[src/rtl/game_pkg.sv]
// Shared types and defaults for the game-flow controller.
package game_pkg;

  typedef enum logic [1:0] {
    S_START  = 2'd0,
    S_PLAY   = 2'd1,
    S_INVULN = 2'd2,
    S_OVER   = 2'd3
  } state_t;

  localparam logic [2:0] LIVES_FULL = 3'b111;
  localparam logic [2:0] LIVES_NONE = 3'b000;

  localparam int unsigned INVULN_FRAMES_DEF = 60;
  localparam int unsigned OVER_FRAMES_DEF   = 180;
  localparam int unsigned SCORE_MAX_DEF     = 999;

  function automatic logic [9:0] max10(input logic [9:0] a, input logic [9:0] b);
    return (a > b) ? a : b;
  endfunction

endpackage

[src/rtl/frame_timer.sv]
// 8-bit frame down-counter shared by the INVULN and OVER windows; saturates at zero.
module frame_timer (
  input  logic       Clk,
  input  logic       Reset_n,
  input  logic       load,
  input  logic [7:0] load_val,
  input  logic       tick,
  output logic       zero,
  output logic [7:0] count
);

  logic [7:0] r_cnt;

  // load has priority over a coincident tick
  always_ff @(posedge Clk or negedge Reset_n) begin
    if (!Reset_n) begin
      r_cnt <= 8'd0;
    end else if (load) begin
      r_cnt <= load_val;
    end else if (tick && (r_cnt != 8'd0)) begin
      r_cnt <= r_cnt - 8'd1;
    end
  end

  assign zero  = (r_cnt == 8'd0);
  assign count = r_cnt;

endmodule

[src/rtl/game_flow_ctrl.sv]
// Game-flow FSM owning lives, score and flags. Define GAME_FLOW_HISCORE_EN to add the
// hiscore register and port.
module game_flow_ctrl
  import game_pkg::*;
#(
  parameter int unsigned INVULN_FRAMES = INVULN_FRAMES_DEF,
  parameter int unsigned OVER_FRAMES   = OVER_FRAMES_DEF,
  parameter int unsigned SCORE_MAX     = SCORE_MAX_DEF
) (
  input  logic       Clk,
  input  logic       Reset_n,
  input  logic       frame_tick,
  input  logic       start_key,
  input  logic       hit,
  input  logic       score_inc,
  output state_t     game_state,
  output logic [2:0] lives,
  output logic [9:0] score,
  output logic       play_en,
  output logic       invuln,
  output logic       game_over
`ifdef GAME_FLOW_HISCORE_EN
  ,
  output logic [9:0] hiscore
`endif
);

  localparam logic [7:0] InvulnVal = 8'(INVULN_FRAMES);
  localparam logic [7:0] OverVal   = 8'(OVER_FRAMES);
  localparam logic [9:0] ScoreMax  = 10'(SCORE_MAX);

  state_t     r_state;
  logic [2:0] r_lives;
  logic [9:0] r_score;
  logic       r_start_q;
  logic       r_play_en;
  logic       r_invuln;
  logic       r_game_over;

  logic       w_start_rise;
  logic       w_last_life;
  logic [9:0] w_score_plus;
  logic [9:0] w_score_final;
  logic       w_timer_load;
  logic [7:0] w_timer_val;
  logic       w_timer_zero;
  logic [7:0] w_timer_cnt;

  assign w_start_rise  = start_key & ~r_start_q;
  assign w_last_life   = (r_lives == 3'b001);
  assign w_score_plus  = (r_score >= ScoreMax) ? r_score : r_score + 10'd1;
  assign w_score_final = score_inc ? w_score_plus : r_score;
  assign w_timer_load  = (r_state == S_PLAY) && hit;
  assign w_timer_val   = w_last_life ? OverVal : InvulnVal;

  frame_timer u_frame_timer (
    .Clk      (Clk),
    .Reset_n  (Reset_n),
    .load     (w_timer_load),
    .load_val (w_timer_val),
    .tick     (frame_tick),
    .zero     (w_timer_zero),
    .count    (w_timer_cnt)
  );

`ifdef GAME_FLOW_HISCORE_EN
  logic [9:0] r_hiscore;
  assign hiscore = r_hiscore;
`endif

  always_ff @(posedge Clk or negedge Reset_n) begin
    if (!Reset_n) begin
      r_state     <= S_START;
      r_lives     <= LIVES_FULL;
      r_score     <= 10'd0;
      r_start_q   <= 1'b1;
      r_play_en   <= 1'b0;
      r_invuln    <= 1'b0;
      r_game_over <= 1'b0;
`ifdef GAME_FLOW_HISCORE_EN
      r_hiscore   <= 10'd0;
`endif
    end else begin
      r_start_q <= start_key;
      unique case (r_state)
        S_START: begin
          if (w_start_rise) begin
            r_state   <= S_PLAY;
            r_play_en <= 1'b1;
          end
        end
        S_PLAY: begin
          r_score <= w_score_final;
          if (hit && w_last_life) begin
            // a coincident score_inc is banked before the score freezes
            r_lives     <= LIVES_NONE;
            r_state     <= S_OVER;
            r_play_en   <= 1'b0;
            r_game_over <= 1'b1;
`ifdef GAME_FLOW_HISCORE_EN
            r_hiscore   <= max10(r_hiscore, w_score_final);
`endif
          end else if (hit) begin
            r_lives  <= r_lives >> 1;
            r_state  <= S_INVULN;
            r_invuln <= 1'b1;
          end
        end
        S_INVULN: begin
          r_score <= w_score_final;
          if (frame_tick && (w_timer_cnt == 8'd1)) begin
            r_state  <= S_PLAY;
            r_invuln <= 1'b0;
          end
        end
        S_OVER: begin
          if (w_start_rise && w_timer_zero) begin
            r_state     <= S_PLAY;
            r_lives     <= LIVES_FULL;
            r_score     <= 10'd0;
            r_play_en   <= 1'b1;
            r_game_over <= 1'b0;
          end
        end
        default: r_state <= S_START;
      endcase
    end
  end

  assign game_state = r_state;
  assign lives      = r_lives;
  assign score      = r_score;
  assign play_en    = r_play_en;
  assign invuln     = r_invuln;
  assign game_over  = r_game_over;

endmodule

[config.mk]
export PLATFORM = sky130hd
export DESIGN_NAME = game_flow_ctrl
export DESIGN_NICKNAME = d
export VERILOG_FILES = /design/src/rtl/game_pkg.sv /design/src/rtl/frame_timer.sv /design/src/rtl/game_flow_ctrl.sv
export SDC_FILE = /design/constraint.sdc
export NUM_CORES = 1
export LEC_CHECK = 0
export ABC_AREA = 1
export BUFFER_PORTS_ARGS = -buffer_cell sky130_fd_sc_hd__buf_2
export CORE_MARGIN = 10
export CORE_UTILIZATION = 31
export DETAILED_ROUTE_END_ITERATION = 10
export GPL_ROUTABILITY_DRIVEN = 0
export GPL_TIMING_DRIVEN = 0
export SLEW_MARGIN = 20
export SYNTH_ARGS = -nofsm -noshare
export SYNTH_HDL_FRONTEND = slang
export SYNTH_SLANG_ARGS = --single-unit
[constraint.sdc]
create_clock -name Clk -period 1.5 [get_ports Clk]
set_input_delay 0.15 -clock Clk [delete_from_list [all_inputs] [get_ports Clk]]
set_output_delay 0.15 -clock Clk [all_outputs]
set_load 0.05 [all_outputs]
# Yosys cells after proc, flatten, opt, wreduce, memory -nomap -nowiden
# Cells that the tools add are included.
[classes]
reduce_logical = 20
n_lt_le_gt_ge = 1
n_mul = 0
div_mod_pow = 0
shifts = 0
bitwise_logic = 2
n_addsub = 2
mux = 28
n_eq_ne = 14
[ops]
columns = ["op", "n"]
rows = [
  ["$mux W10", 3],
  ["$mux W8", 3],
  ["$pmux W10 S2", 1],
  ["$reduce_and A4 Y1", 4],
  ["$ne A2 B2 Y1 const B", 6],
  ["$add A10 B1 Y10 const B", 1],
  ["$ge A10 B10 Y1 const B", 1],
  ["$mux W2", 5],
  ["$mux W3", 3],
  ["$eq A8 B1 Y1 const B", 1],
  ["$logic_not A8 Y1", 1],
  ["$mux W1", 8],
  ["$pmux W2 S4", 1],
  ["$reduce_bool A2 Y1", 4],
  ["$reduce_bool A8 Y1", 1],
  ["$sub A8 B1 Y8 const B", 1],
  ["$pmux W3 S2", 1],
  ["$reduce_and A3 Y1", 2],
  ["$logic_and A1 B1 Y1", 5],
  ["$eq A2 B2 Y1 const B", 2],
  ["$ne A2 B1 Y1 const B", 2],
  ["$pmux W1 S2", 2],
  ["$eq A3 B1 Y1 const B", 1],
  ["$ne A3 B2 Y1 const B", 1],
  ["7 further kinds", 7],
]
[word_totals]
out_inout_bits = 18
latch_bits = 0
input_bits = 6
wordCells = 75
rom_bits = 0
n_memories = 0
ff_bits = 27
mem_bits_rw = 0

# Logic depth before layout (Yosys ltp)
[depth]
ltp_word = 5
ltp_mapped = 10

# Cells and area by module
# From an unflattened synthesis, not the netlist that was laid out.
[hier_totals]
cells_unflattened = 268
area_unflattened_um2 = 1846.8
[modules_own_cells]
columns = ["mod", "instances", "cells_each", "area_per_inst_um2"]
rows = [
  ["game_flow_ctrl", 1, 175, 1249.9],
  ["frame_timer", 1, 93, 596.8],
]

# Worst setup path after synthesis
# Ideal clock, no wire load.
[synth_path]
kind = "register to register"
start = "register r_state[0], in the netlist game_state[0]"
end = "register r_score[5], in the netlist score[5]"
slack_ns = -0.247
stages_incl_launch_ff = 8
t_required_ns = 1.382
path_buffers = 0
synth_period_minus_slack_ns = 1.747
t_arrival_ns = 1.628
cell_sequence = "dfrtp_1 > inv_1 > ha_1 > inv_1 > nand2_1 > nand3_4 > nand2_1 > nand2_1"
[synth_via]
elab_chain_len = 4
elab_cells_between_ends = 10
[synth_rtl]
columns = ["element", "line", "rtl"]
rows = [
  ["start: declaration", "game_flow_ctrl.sv:32", "state_t r_state;"],
  ["start signal: assignment", "game_flow_ctrl.sv:73", "r_state <= S_START;"],
  ["start signal: assignment", "game_flow_ctrl.sv:88", "r_state <= S_PLAY;"],
  ["start signal: assignment", "game_flow_ctrl.sv:97", "r_state <= S_OVER;"],
  ["$eq A2 B1 Y1 / $eq A2 B2 Y1 (equally long branches)", "game_flow_ctrl.sv:85", "unique case (r_state)"],
  ["$reduce_or A2 Y1 (no line)", "--", ""],
  ["$ne A2 B2 Y1 (no line) (tied with other cells)", "--", ""],
  ["$reduce_and A4 Y1 (no line)", "--", ""],
  ["end signal: assignment", "game_flow_ctrl.sv:93", "r_score <= w_score_final;"],
  ["end signal: assignment", "game_flow_ctrl.sv:110", "r_score <= w_score_final;"],
  ["end: declaration", "game_flow_ctrl.sv:34", "logic [9:0] r_score;"],
]
# Parallel ways exist; a longest one is shown, timed or not.
# A chain may end at the register's enable or synchronous reset.

# Worst setup path in the final report
[layout_path]
start = "register u_frame_timer.r_cnt[0], in the netlist u_frame_timer.count[0]"
end = "register r_score[6], in the netlist score[6]"
[layout_via]
elab_chain_len = 4
[layout_rtl]
columns = ["element", "line", "rtl"]
rows = [
  ["start: declaration", "frame_timer.sv:12", "logic [7:0] r_cnt;"],
  ["start signal: assignment", "frame_timer.sv:19", "r_cnt <= load_val;"],
  ["start signal: assignment", "frame_timer.sv:21", "r_cnt <= r_cnt - 8'd1;"],
  ["$logic_not A8 Y1", "frame_timer.sv:25", "assign zero = (r_cnt == 8'd0);"],
  ["$logic_and A1 B1 Y1", "game_flow_ctrl.sv:117", "if (w_start_rise && w_timer_zero) begin"],
  ["$ne A2 B2 Y1 (no line)", "--", ""],
  ["$reduce_and A4 Y1 (no line)", "--", ""],
]
# No other way between the ends.

==> summary.txt <==
STA
  • RSZ-0062 raised after global routing: yes
  • Worst-Margin Slew: ~0.59 ns
  • Slew Limit Fails: 0
  • Period utilisation layout: 98.19%
  • Clk_skew: slightly below 0.004 ns
  • Final worst slack: approximately 0.027 ns
  • Count of final setup violators: 0
  • Slew HR: between 60% and 70%
  • FMAX: 679.0 MHz
  • Min Tclk post-route: 1.473 ns
  • Final hold vios: 0
  • Worst hold margin: 0.2173 ns

Clocking
  • Clk pin slew, worst setup/hold paths: 0.09 ns
  • Inserted Clock Buffers: 3
  • Clock sink total: 27
  • Clk buf depth: 2
  • Clock latency on the worst-skew pair: 0.27 ns
  • Root Buffer: clkbuf_8
  • TritonCTS clock tree: done
  • CTS HTree Levels: 1

Floorplanning
  • Die area: 9027 sq um
  • Initial Utilization: 31.87%
  • Die Ht: 95.01 um
  • Core ar.: roughly 5500 sq um
  • Die width: between 90 and 100 um
  • I/O pin cnt: 24
  • # rows: 27

Place
  • Hpwl dp: 3.124 mm
  • Port Buffers: 23
  • Worst slack, placed: -0.02630 ns
  • Area after DPL: 1982 sq um

Worst hold path
  • Worst hold-check path type: in2reg

GRT
  • First-pass GRT wire length: between 7 and 8 mm
  • Grt total ovfl: 0
  • Vias in the first global route: between 1k and 1.5k
  • Pin count of the biggest net entering global routing: 28
  • Antenna violations before repair: 0
  • GRT Overall Usage: a little under a tenth

Finish
  • Final layout net count: 303
  • Final core utilization: between 40% and 50%
  • Area of the multi-input gates: 1071 sq um
  • Reg area: 685.7 sq um
  • Design area: 2283 sq um
  • Filler Cell Count: between 500 and 600
  • N_diodes: 0
  • Share of cells above drive strength 1: 34.72%
  • Area Overhead vs Synth: 30.92%

Yosys
  • Synth area leaders: dfrtp_1 33%, nand2_1 16%, nor2_1 6.2%
  • Seq/Total Area, Yosys: 39.02%
  • Yosys top cell area share: 33.00%
  • FF+latch count, synth: 27
  • Yosys warning count: 0
  • Yosys cell types: 26
  • Mapped Cells: 241
  • Post-synth top area cell: dfrtp_1
  • Post-synth net total: 255
  • Avg Inst Size Synth: 7.237 sq um
  • Cell Area, Synth: 1744 sq um

Route
  • Routed Antenna Nets: 0
  • Avg Vias per Cell: 4.644
  • DRT Wirelength: around 4.5 mm
  • DR pass1 iterations: 4
  • WL/cell: 12.39 um
  • DRC viols: 0
  • Vias: 1672
  • First DRT Iteration DRCs: 102

Critical path
  • Crit-path cells: inv_2 > ha_4 > inv_2 > nor2_4 > nand3_2 > nand2_4 > buf_4 > nand3_4 > nand2_1 > nand2_1
  • Worst path buffer plus inverter count: 3
  • Slowest cell on crit path: dfrtp_1
  • CP startpoint kind: flop
  • CP top delay family: simple AND/OR/NAND/NOR gates
  • Worst Setup Path Type: reg2reg
  • Worst Setup End Kind: flop
  • Required time of the worst setup path: 1.67 ns
  • Arr. time, crit path: 1.64 ns
  • Max incr delay on CP: 0.40 ns
  • Crit path max fanout: 7

Status
  • Status: finished clean

Power
  • Leak Pwr: 1.110 nW
  • Peak supply drop: 0.0009283 V
  • Power per Cell Area: 2217 nW/um^2

Job
  • Number of max-cap violations: 0
## cell usage after synthesis
| library cell | instances |
|---|---|
| nand3_2 | 2 |
| o21a_1 | 1 |
| dfrtp_1 | 23 |
| ha_1 | 8 |
| xor2_1 | 2 |
| clkbuf_1 | 1 |
| o21ai_1 | 9 |
| o21ai_0 | 5 |
| nor2_4 | 3 |
| nand2_1 | 74 |
| a21oi_1 | 8 |
| inv_2 | 10 |
| o31ai_1 | 1 |
| nand3_1 | 13 |
| nand3b_1 | 1 |
| nand2_4 | 2 |
| buf_6 | 1 |
| nand3_4 | 1 |
| a21oi_2 | 1 |
| nand4_1 | 11 |
| nor2_1 | 29 |
| nor3_1 | 5 |
| dfstp_2 | 4 |
| inv_1 | 20 |
| nor2_2 | 1 |
| nand2_2 | 5 |
## kinds of logic (layout without fill, tap and decap cells)
kind of cell / after synthesis / in the layout / share of synthesized area (%)
AO/OA/AOI/OAI: 25 / 25 / 7.676
XOR/XNOR: 2 / 2 / 1.004
adder cells (fa/ha/maj): 8 / 8 / 5.739
buffers and inverters: 32 / 78 / 7.317
flip-flops: 27 / 27 / 39.02
AND/OR/NAND/NOR: 147 / 148 / 39.24
## what timing repair did
item / in CTS / in global routing
hold endpoints to repair: 24 / 0
buffers inserted: 1 / 15
pin swaps: 0 / 7
setup endpoints to repair: 12 / 24
hold buffers: 2 / 0
cloned: 0 / 2
gates resized for setup: 2 / 26
## worst min-delay path, delay by kind of cell
kind,cells,cell delay [ns]
simple gates,1,0.11
compound gates,1,0.08
buf+inv,1,0.12
## metal layers
metal	global-route usage (%)	routed length, um	vias to the layer above
li1	-	-	870
met1	12.28	2130	763
met2	14.59	2013	28
met3	1.807	184	11
met4	5.736	130	0
met5	0	0	-
## placed cells by master (no fill, tap or decap)
cell type,count
clkbuf_1,1
o31ai_1,1
nor2_4,3
nand3_2,2
xor2_1,2
a21oi_2,3
nand4_1,11
o21ai_0,4
ha_4,4
nor2_1,27
dfrtp_1,19
dfrtp_2,4
clkbuf_8,3
buf_6,1
nand2_2,6
dlygate4sd3_1,2
dfstp_2,4
a21oi_1,6
nor2_2,3
nand3b_1,1
o21a_1,1
nand3_1,12
buf_2,24
buf_4,17
ha_2,1
ha_1,3
nand2_1,68
inv_1,15
nor3_1,5
nand2_4,7
o21ai_1,10
nand3_4,3
inv_2,15
## where the power goes
| group | switching [mW] | total (mW) | leakage, nW | internal, mW |
|---|---|---|---|---|
| Clock | 0.223 | 0.414 | 0.0228 | 0.190 |
| Combinational | 2.14 | 3.37 | 0.757 | 1.23 |
| Sequential | 0.254 | 1.28 | 0.330 | 1.03 |
| Total | 2.61 | 5.06 | 1.11 | 2.45 |
## registers in the layout, summed over array words and instances (netlist names)
register,cells
game_over,1
game_state,2
invuln,1
lives,3
play_en,1
r_start_q,1
score,10
u_frame_timer.count,8
## layout make-up
type | count | share of cell area [%]
timing repair buffer | 42 | 11.51
sequential | 27 | 30.03
clock buffer | 4 | 1.973
buffer | 2 | 0.7123
multi-input combinational | 183 | 46.90
tap | 72 | 3.945
inverter | 30 | 4.932
## worst paths after layout
path | slack [ns] | start | to | depth (start not counted)
max | 0.03 | u_frame_timer.count[0] | score[6] | 10
min | 0.22 | frame_tick | u_frame_timer.count[1] | 3
max reg2reg | 0.03 | u_frame_timer.count[0] | score[6] | 10
min reg2reg | 0.48 | play_en | play_en | 2
max in group asynchronous | 0.66 | Reset_n | score[1] | 2
min in group asynchronous | 0.41 | Reset_n | u_frame_timer.count[0] | 2
## per-stage QoR
step	power, mW	std cells	TNS, ns
after floorplan	3.360	241	0
after global placement	3.904	336	-0.03026
after detailed placement	3.942	336	-0.05130
after CTS	4.408	343	0
after global routing	5.485	360	-0.5375
final	5.062	360	0
(Power assumes the default switching activity.)
